===== src/rtl/shared_alu_pkg.sv =====
// Shared ALU scheduler: common types and constants.
// Imported by the arbiter and the scheduler top.
package shared_alu_pkg;

  typedef enum logic [1:0] {
    IDLE,
    RUN,
    DRAIN
  } state_e;

  localparam int ADD_K       = 5;
  localparam int MUL_K       = 3;
  localparam int COND_THRESH = 100;

  localparam logic [15:0] COND_AND_MASK = 16'hFF00;
  localparam logic [15:0] COND_OR_MASK  = 16'h00FF;

  // Widest stage entry the scheduler supports (NREQ <= 32, W <= 8).
  localparam int STG_TAGW = 5;
  localparam int STG_W    = 8;

  typedef struct packed {
    logic                valid;
    logic [STG_TAGW-1:0] tag;
    logic [STG_W-1:0]    op;
    logic [STG_W-1:0]    add;
  } stage_t;

endpackage


===== src/rtl/shared_alu_sched_rr_arbiter.sv =====
// Round-robin arbiter: first requester at or after ptr wins.
// Purely combinational; gnt is one-hot or zero.
module rr_arbiter
  import shared_alu_pkg::*;
#(
  parameter  int NREQ = 4,
  localparam int TAGW = $clog2(NREQ)
) (
  input  logic [NREQ-1:0] req,
  input  logic [TAGW-1:0] ptr,
  input  logic            en,
  output logic [NREQ-1:0] gnt,
  output logic [TAGW-1:0] gnt_idx
);

  logic            found;
  logic [TAGW:0]   sum;
  logic [TAGW-1:0] idx;

  always_comb begin
    gnt     = '0;
    gnt_idx = '0;
    found   = 1'b0;
    sum     = '0;
    idx     = '0;
    for (int i = 0; i < NREQ; i++) begin
      sum = {1'b0, ptr} + (TAGW+1)'(i);
      if (sum >= (TAGW+1)'(NREQ)) begin
        sum = sum - (TAGW+1)'(NREQ);
      end
      idx = sum[TAGW-1:0];
      if (en && !found && req[idx]) begin
        gnt[idx] = 1'b1;
        gnt_idx  = idx;
        found    = 1'b1;
      end
    end
  end

endmodule


===== src/rtl/shared_alu_sched.sv =====
// Round-robin scheduler sharing one 2-stage add/mul/select pipe
// among NREQ requesters, with enable-driven drain-to-idle.
module shared_alu_sched
  import shared_alu_pkg::*;
#(
  parameter  int NREQ = 4,
  parameter  int W    = 8,
  localparam int TAGW = $clog2(NREQ)
) (
  input  logic              clk,
  input  logic              rst_n,
  input  logic              enable,
  input  logic [NREQ-1:0]   req_valid,
  input  logic [NREQ*W-1:0] req_data,
  output logic [NREQ-1:0]   req_ready,
  output logic              rsp_valid,
  input  logic              rsp_ready,
  output logic [TAGW-1:0]   rsp_tag,
  output logic [W-1:0]      rsp_add,
  output logic [W-1:0]      rsp_mul,
  output logic [2*W-1:0]    rsp_cond,
  output logic              busy
);

  localparam int XT = STG_TAGW - TAGW;
  localparam int XW = STG_W - W;

  localparam logic [2*W-1:0] AND_M =
    (2*W)'(COND_AND_MASK >> (2*XW));
  localparam logic [2*W-1:0] OR_M =
    (2*W)'(COND_OR_MASK >> XW);

  state_e state_q, state_d;

  logic [TAGW-1:0] ptr_q, ptr_d;

  stage_t s1_q, s1_d;

  logic            rsp_valid_q, rsp_valid_d;
  logic [TAGW-1:0] rsp_tag_q, rsp_tag_d;
  logic [W-1:0]    rsp_add_q, rsp_add_d;
  logic [W-1:0]    rsp_mul_q, rsp_mul_d;
  logic [2*W-1:0]  rsp_cond_q, rsp_cond_d;

  logic            adv;
  logic            gnt_en;
  logic [NREQ-1:0] gnt;
  logic [TAGW-1:0] gnt_idx;
  logic [W-1:0]    op_sel;
  logic [W-1:0]    add_sel;
  logic [W-1:0]    s1_op;
  logic [W-1:0]    s1_add;
  logic [TAGW-1:0] s1_tag;
  logic [W-1:0]    mul_s2;
  logic [2*W-1:0]  cond_s2;

  // The whole pipe moves together; a stalled sink freezes both stages.
  assign adv    = !rsp_valid_q || rsp_ready;
  assign gnt_en = (state_q == RUN) && adv;

  rr_arbiter #(
    .NREQ(NREQ)
  ) u_arb (
    .req    (req_valid),
    .ptr    (ptr_q),
    .en     (gnt_en),
    .gnt    (gnt),
    .gnt_idx(gnt_idx)
  );

  assign req_ready = gnt;
  assign op_sel    = req_data[gnt_idx*W +: W];
  assign add_sel   = op_sel + W'(ADD_K);

  assign s1_op  = s1_q.op[W-1:0];
  assign s1_add = s1_q.add[W-1:0];
  assign s1_tag = s1_q.tag[TAGW-1:0];

  assign mul_s2  = s1_add * W'(MUL_K);
  assign cond_s2 = (int'(s1_op) > COND_THRESH)
                 ? ({s1_add, mul_s2} & AND_M)
                 : ({mul_s2, s1_add} | OR_M);

  always_comb begin
    state_d = state_q;
    unique case (state_q)
      IDLE:  if (enable) state_d = RUN;
      RUN:   if (!enable) state_d = DRAIN;
      DRAIN: begin
        if (enable) begin
          state_d = RUN;
        end else if (!s1_q.valid && !rsp_valid_q) begin
          state_d = IDLE;
        end
      end
      default: state_d = IDLE;
    endcase
  end

  always_comb begin
    ptr_d = ptr_q;
    if (|gnt) begin
      ptr_d = (gnt_idx == TAGW'(NREQ-1))
            ? '0 : gnt_idx + TAGW'(1);
    end
  end

  always_comb begin
    s1_d        = s1_q;
    rsp_valid_d = rsp_valid_q;
    rsp_tag_d   = rsp_tag_q;
    rsp_add_d   = rsp_add_q;
    rsp_mul_d   = rsp_mul_q;
    rsp_cond_d  = rsp_cond_q;
    if (adv) begin
      s1_d.valid  = |gnt;
      s1_d.tag    = {{XT{1'b0}}, gnt_idx};
      s1_d.op     = {{XW{1'b0}}, op_sel};
      s1_d.add    = {{XW{1'b0}}, add_sel};
      rsp_valid_d = s1_q.valid;
      if (s1_q.valid) begin
        rsp_tag_d  = s1_tag;
        rsp_add_d  = s1_add;
        rsp_mul_d  = mul_s2;
        rsp_cond_d = cond_s2;
      end
    end
  end

  always_ff @(posedge clk or negedge rst_n) begin
    if (!rst_n) begin
      state_q     <= IDLE;
      ptr_q       <= '0;
      s1_q        <= '0;
      rsp_valid_q <= 1'b0;
      rsp_tag_q   <= '0;
      rsp_add_q   <= '0;
      rsp_mul_q   <= '0;
      rsp_cond_q  <= '0;
    end else begin
      state_q     <= state_d;
      ptr_q       <= ptr_d;
      s1_q        <= s1_d;
      rsp_valid_q <= rsp_valid_d;
      rsp_tag_q   <= rsp_tag_d;
      rsp_add_q   <= rsp_add_d;
      rsp_mul_q   <= rsp_mul_d;
      rsp_cond_q  <= rsp_cond_d;
    end
  end

  assign rsp_valid = rsp_valid_q;
  assign rsp_tag   = rsp_tag_q;
  assign rsp_add   = rsp_add_q;
  assign rsp_mul   = rsp_mul_q;
  assign rsp_cond  = rsp_cond_q;
  assign busy      = s1_q.valid || rsp_valid_q
                  || (state_q != IDLE);

endmodule


===== config.mk =====
export PLATFORM = sky130hd
export DESIGN_NAME = shared_alu_sched
export DESIGN_NICKNAME = d
export VERILOG_FILES = /design/src/rtl/shared_alu_pkg.sv /design/src/rtl/shared_alu_sched_rr_arbiter.sv /design/src/rtl/shared_alu_sched.sv
export SDC_FILE = /design/constraint.sdc
export NUM_CORES = 1
export LEC_CHECK = 0
export BUFFER_PORTS_ARGS = -buffer_cell sky130_fd_sc_hd__buf_4
export CAP_MARGIN = 20
export CORE_UTILIZATION = 52
export DETAILED_ROUTE_END_ITERATION = 12
export PLACE_DENSITY = 0.79
export SLEW_MARGIN = 20
export SYNTH_ARGS = -nofsm -noshare
export SYNTH_HDL_FRONTEND = slang
export SYNTH_SLANG_ARGS = --single-unit

===== constraint.sdc =====
create_clock -name clk -period 4.1 [get_ports clk]
set_clock_uncertainty 0.05 [all_clocks]
set_input_delay 0.615 -clock clk [delete_from_list [all_inputs] [get_ports clk]]
set_output_delay 0.615 -clock clk [all_outputs]
set_load 0.05 [all_outputs]

**Word level (Yosys, flattened, before mapping)**

Cells that the tools add are included.

- Register bits after elaboration: 58
- Latch bits: 0
- RAM bits: 0
- Bits in read-only memories: 0
- Input port bits: 40
- Output and inout port bits: 40
- Word-level logic and storage cells: 108
- Memories: 0

- Add/sub/neg operators: 9
- $mul: 1
- Divide/modulo/power cells: 0
- Magnitude comparators: 13
- Equality and inequality tests: 6
- Shift-type cells: 1
- Mux-type cells: 38
- Bitwise logic cells: 3
- Reduce and logical (&&, ||, !) cells: 26

Operators by type and width:

| operator | number |
|---|---|
| $shiftx 32x6->8 | 1 |
| $mux 2 | 13 |
| $mux 16 | 1 |
| $mux 4 | 4 |
| $logic_and 1x1->1 | 13 |
| $lt 2x3->1 const B | 4 |
| $or 4x4->4 | 3 |
| $mux 1 | 11 |
| $ge 3x3->1 const B | 3 |
| $add 8x3->8 const B | 1 |
| $bmux 1 s2 | 4 |
| $demux 1 s2 | 4 |
| $ge 2x1->1 const B | 4 |
| $gt 8x7->1 const B | 1 |
| $mul 8x2->8 const B | 1 |
| $sub 2x1->2 const B | 4 |
| $add 2x2->3 const B | 2 |
| $pmux 2 s3 | 1 |
| $logic_not 1->1 | 5 |
| $eq 2x2->1 const B | 2 |
| $ne 2x2->1 const B | 2 |
| $reduce_or 4->1 | 1 |
| $add 2x1->3 const B | 1 |
| $ge 2x3->1 const B | 1 |
| other kinds (8) | 10 |

**Longest topological paths before layout**

- Word-level depth: 20
- Mapped depth: 13
- Mapped depth without buffers: 11

**Hierarchy**

A second synthesis with hierarchy kept.

- Cells, all modules: 297
- Area total of the unflattened synthesis: 3080.5 um^2

Modules (own cells, without submodules):

| module | times used | cells each | area each (um^2) | sequential area each (um^2) |
|---|---|---|---|---|
| shared_alu_sched | 1 | 234 | 2548.7 | 1226.2 |
| rr_arbiter | 1 | 63 | 531.8 | 0.0 |

**Worst setup path before layout**

OpenSTA, ideal clock, no wires.

- Path type: register to register
- Start point: register ptr_q[0]
- End point: register s1_q, in the netlist s1_add[6]
- Library setup time: 0.126 ns
- Arrival time: 3.373 ns
- Required time: 3.924 ns
- Slack: 0.551 ns
- Stages on the path, launching flop included: 14
- Buffers on the path: 2
- Period minus slack after synthesis: 3.549 ns
- Path through: dfrtp_1 > buf_6 > inv_1 > ha_1 > mux4_2 > nor4_4 > o21ai_1 > a22oi_2 > buf_6 > mux4_2 > ha_1 > a21oi_1 > nor4b_1 > a221o_1

- Longest elaborated chain between the ends: 20
- Elaborated cells between the ends (all ways): 42
- Those cells by class: add/sub (8); order compare (4); shift (1); mux (19); reduce/logical (10)

RTL lines:

| item | RTL line | RTL |
|---|---|---|
| start: declaration | shared_alu_sched.sv:35 | `logic [TAGW-1:0] ptr_q, ptr_d;` |
| start signal: assignment | shared_alu_sched.sv:142 | `ptr_q <= ptr_d;` |
| $ge 2x3->1 / $sub 2x1->2 (equally long branches) | shared_alu_sched_rr_arbiter.sv:28, shared_alu_sched_rr_arbiter.sv:29 |  |
| $mux 2 | shared_alu_sched_rr_arbiter.sv:28 | `if (sum >= (TAGW+1)'(NREQ)) begin` |
| $bmux 1 s2 | shared_alu_sched_rr_arbiter.sv:32 | `if (en && !found && req[idx]) begin` |
| $mux 1 (not written as such) | shared_alu_sched_rr_arbiter.sv:32 |  |
| $logic_and 1x1->1 | shared_alu_sched_rr_arbiter.sv:32 |  |
| $mux 1 | shared_alu_sched_rr_arbiter.sv:32 |  |
| $logic_not 1->1 | shared_alu_sched_rr_arbiter.sv:32 |  |
| $logic_and 1x1->1 (2 in a row) | shared_alu_sched_rr_arbiter.sv:32 |  |
| [... 2 more ...] | -- |  |
| $logic_and 1x1->1 (2 in a row) | shared_alu_sched_rr_arbiter.sv:32 |  |
| $mux 1 | shared_alu_sched_rr_arbiter.sv:32 |  |
| $logic_not 1->1 | shared_alu_sched_rr_arbiter.sv:32 |  |
| $logic_and 1x1->1 (2 in a row) | shared_alu_sched_rr_arbiter.sv:32 |  |
| $mux 2 * | shared_alu_sched_rr_arbiter.sv:32 |  |
| $shiftx 32x6->8 * | shared_alu_sched.sv:72 | `assign op_sel = req_data[gnt_idx*W +: W];` |
| via op_sel[1] | shared_alu_sched.sv:49 | `logic [W-1:0] op_sel;` |
| $add 8x3->8 * | shared_alu_sched.sv:73 | `assign add_sel = op_sel + W'(ADD_K);` |
| end signal: assignment | shared_alu_sched.sv:134 | `s1_q <= '0;` |
| end signal: assignment | shared_alu_sched.sv:143 | `s1_q <= s1_d;` |
| end: declaration | shared_alu_sched.sv:37 | `stage_t s1_q, s1_d;` |

Mark *: on every way through the listed nets, which the timed path passes. The rest lies on a longest branch. The select of a mux whose other input is x is not followed.
A chain may end at the register's enable or synchronous reset.

**Final worst setup path**

Ends and elaborated chain as after synthesis.

==> flow_summary.yaml <==
routing:
  drc: 0
  first_pass_iters: 4
  wl_um: 5840
  vias: 2350
  via_per_inst: 5.53
  drt_iter0_markers: 125
  wl_per_cell_um: 13.8
  detail-route-antenna-nets: 0
critical_path:
  crit_cells: 12
  crit_family: "multiplexers"
  cp_cell_sequence: "inv_1 > ha_1 > mux4_2 > nor4_4 > o21ai_1 > a22oi_2 > buf_4 > mux4_2 > ha_1 > a21oi_1 > nor4b_1 > a221o_1"
  cp_slowest_cell: "mux4_2"
  cp_max_fo: 6
  critPathArrivalTime_ns: 3.92
  path_class: "reg -> reg"
  cp-end-kind: "flop"
  cp_data_required_time_ns: 4.24
  path_buf_inv: 2
  crit_path_max_incr_delay_ns: 0.56
  ff2ff_path_depth: 12
  crit_path_start_kind: "flop"
clocking:
  holdBufCountCts: 0
  clk_latency_ns: 0.30
  cts_setup_buffers: 0
  worst_setup_hold_path_clk_slew_ns: 0.08
  numCtsBuffers: 5
  htree_num_levels: 2
  cts_resized: 0
  cts_buffer_depth: 2
  cts_sinks: 49
  tritoncts: "yes"
  root_buffer: "clkbuf_8"
yosys:
  ys_ff_latch: 49
  synth_seq_area_share_pct: 41.5
  synthDistinctLibCells: 47
  yosys_warnings: 0
  synth_area_um2: 2960
  synthFlopType: "dfrtp_1"
  synth_edf_count: 0
  syn_nets: 333
  avgSynthCellArea_um2: 10.5
  async_flop_share_pct: 100
  synthesis.instances: 281
floorplan:
  core_um2: 5510
  num_io_pins: 80
  initial_utilization_pct: 53.7
  dieWidth_um: 77.4
  rows: 27
  die_y_um: 77.4
  dieArea_um2: 5990
global_routing:
  grt_pass1_vias: 2206
  antenna_found_initial: 0
  grt_use_total_pct: 20.8
  grt_max_degree: 50
  grt_pass1_wl_um: 9950
  grt_overflow: 0
min_path:
  hold_path_class: "in -> async"
timing:
  fmax_mhz: 265
  max_slew_margin_pct: 51.3
  finalSetupViolCount: 0
  fin_ws_ns: 0.321
  post-route-period-util_pct: 92.2
  hold_viol: 0
  hold_slack_ns: 0.265
  min_period_ns: 3.78
  worst-slew-pin-transition_ns: 0.723
  fin_tns_setup_ns: 0
  slew_viol_final: 0
  rsz0062_at_grt: "false"
job:
  cap_violations: 0
final_layout:
  drive_above_1_share_pct: 32.9
  multi_input_area_um2: 1570
  seqCellArea_um2: 1230
  area_delta_synth_final_pct: 23.5
  n_antenna_cell: 0
  nNetsFinal: 405
  fill_cells: 468
outcome:
  status: "finished, final reports clean"
placed_design:
  gp_congestion: 0.974
  io_buffers: 79
  place_ws_ns: 0.287
  post-dp-hpwl_um: 4430
## final cells by class
class	instances	share of cell area [%]
multi-input combinational	201	43.0
timing repair buffer	85	17.5
inverter	11	1.13
clock buffer	7	2.37
sequential	49	33.6
tap	72	2.47
## cells by family after synthesis
group	synth area share, %
mux	16.9
compound gates	14.1
fa+ha+maj	5.33
flops	41.5
xor+xnor	2.67
buf+inv	5.67
simple gates	13.9
## cell usage after synthesis (2+ instances only)
cell type,instances,area [um2]
a21o_1,7,52.6
a21oi_1,11,55.1
a222oi_1,4,40.0
a31oi_1,4,25.0
and2_1,4,25.0
buf_4,9,67.6
buf_6,2,22.5
clkbuf_1,7,26.3
dfrtp_1,49,1230
ha_1,11,138
inv_1,11,41.3
mux2_2,14,158
mux2i_1,10,100
mux4_1,4,105
mux4_2,6,135
nand2_1,45,169
nand2b_1,3,18.8
nand3_1,3,15.0
nand3b_1,2,15.0
nor2_1,11,41.3
nor2b_1,3,18.8
nor4b_1,2,17.5
o211a_1,2,20.0
o211ai_1,5,37.5
o21ai_0,20,100
o21bai_1,2,15.0
or3_1,3,18.8
xnor2_1,5,43.8
xor2_1,4,35.0
## path summary, 6_finish.rpt
kind / end / slack (ns) / start
min reg2reg: s1_op[2] / 0.42 / s1_op[2]
min: rsp_cond[11] / 0.26 / rst_n
max in group asynchronous: s1_op[1] / 3.34 / rst_n
max reg2reg: s1_add[6] / 0.32 / ptr_q[0]
min in group clk: state_q[1] / 0.42 / enable
max: s1_add[6] / 0.32 / ptr_q[0]
## through the flow
stage	util [%]	instances	area [um2]
floorplan	-	281	2960
global placement	64.6	418	3560
detailed placement	64.6	418	3560
CTS	66.2	425	3640
global route	66.3	425	3650
finish	66.3	425	3650
## registers in the layout, indices dropped and copies added, names as in the netlist
name	cells
ptr_q	2
state_q	2
s1_add	8
s1_q	3
s1_op	8
rsp_add	8
rsp_tag	2
rsp_mul	7
rsp_cond	8
rsp_valid	1
## metal layers
metal  global-route usage [%]  share of wire [%]  vias to the layer above
li1                         -                  -                     1143
met1                     27.0                 45                     1088
met2                     35.4                 48                      111
met3                     4.00                6.4                        8
met4                     6.04               0.87                        0
met5                        0                  0                        -
## placed cells by master (no fill, tap or decap), types with 2 or more instances in the layout
| master | n |
|---|---|
| nand3_1 | 3 |
| a31oi_1 | 3 |
| or3_1 | 3 |
| a21oi_1 | 11 |
| inv_1 | 11 |
| nand3b_1 | 2 |
| o21bai_1 | 2 |
| clkbuf_8 | 6 |
| buf_4 | 85 |
| xor2_1 | 4 |
| a222oi_1 | 4 |
| xnor2_1 | 5 |
| o21ai_0 | 20 |
| dfrtp_1 | 49 |
| nor2_1 | 11 |
| mux2i_1 | 10 |
| nor2b_1 | 3 |
| mux4_1 | 4 |
| ha_1 | 11 |
| mux2_2 | 14 |
| nor4b_1 | 2 |
| mux4_2 | 6 |
| a21o_1 | 7 |
| and2_1 | 4 |
| o211a_1 | 2 |
| nand2_1 | 45 |
| o211ai_1 | 5 |
| nand2b_1 | 3 |
## worst register-to-register path: cells and delay by family (launching register included)
family,cells,cell delay (ns)
flip-flops,1,0.36
AND/OR/NAND/NOR,2,0.42
AO/OA/AOI/OAI,4,0.89
adder cells (fa/ha/maj),2,0.66
multiplexers,2,0.98
buffers and inverters,2,0.33
Power is left out: the tool's default activity adds up to more than one toggle a clock period on the data nets, which glitch-free logic cannot reach.
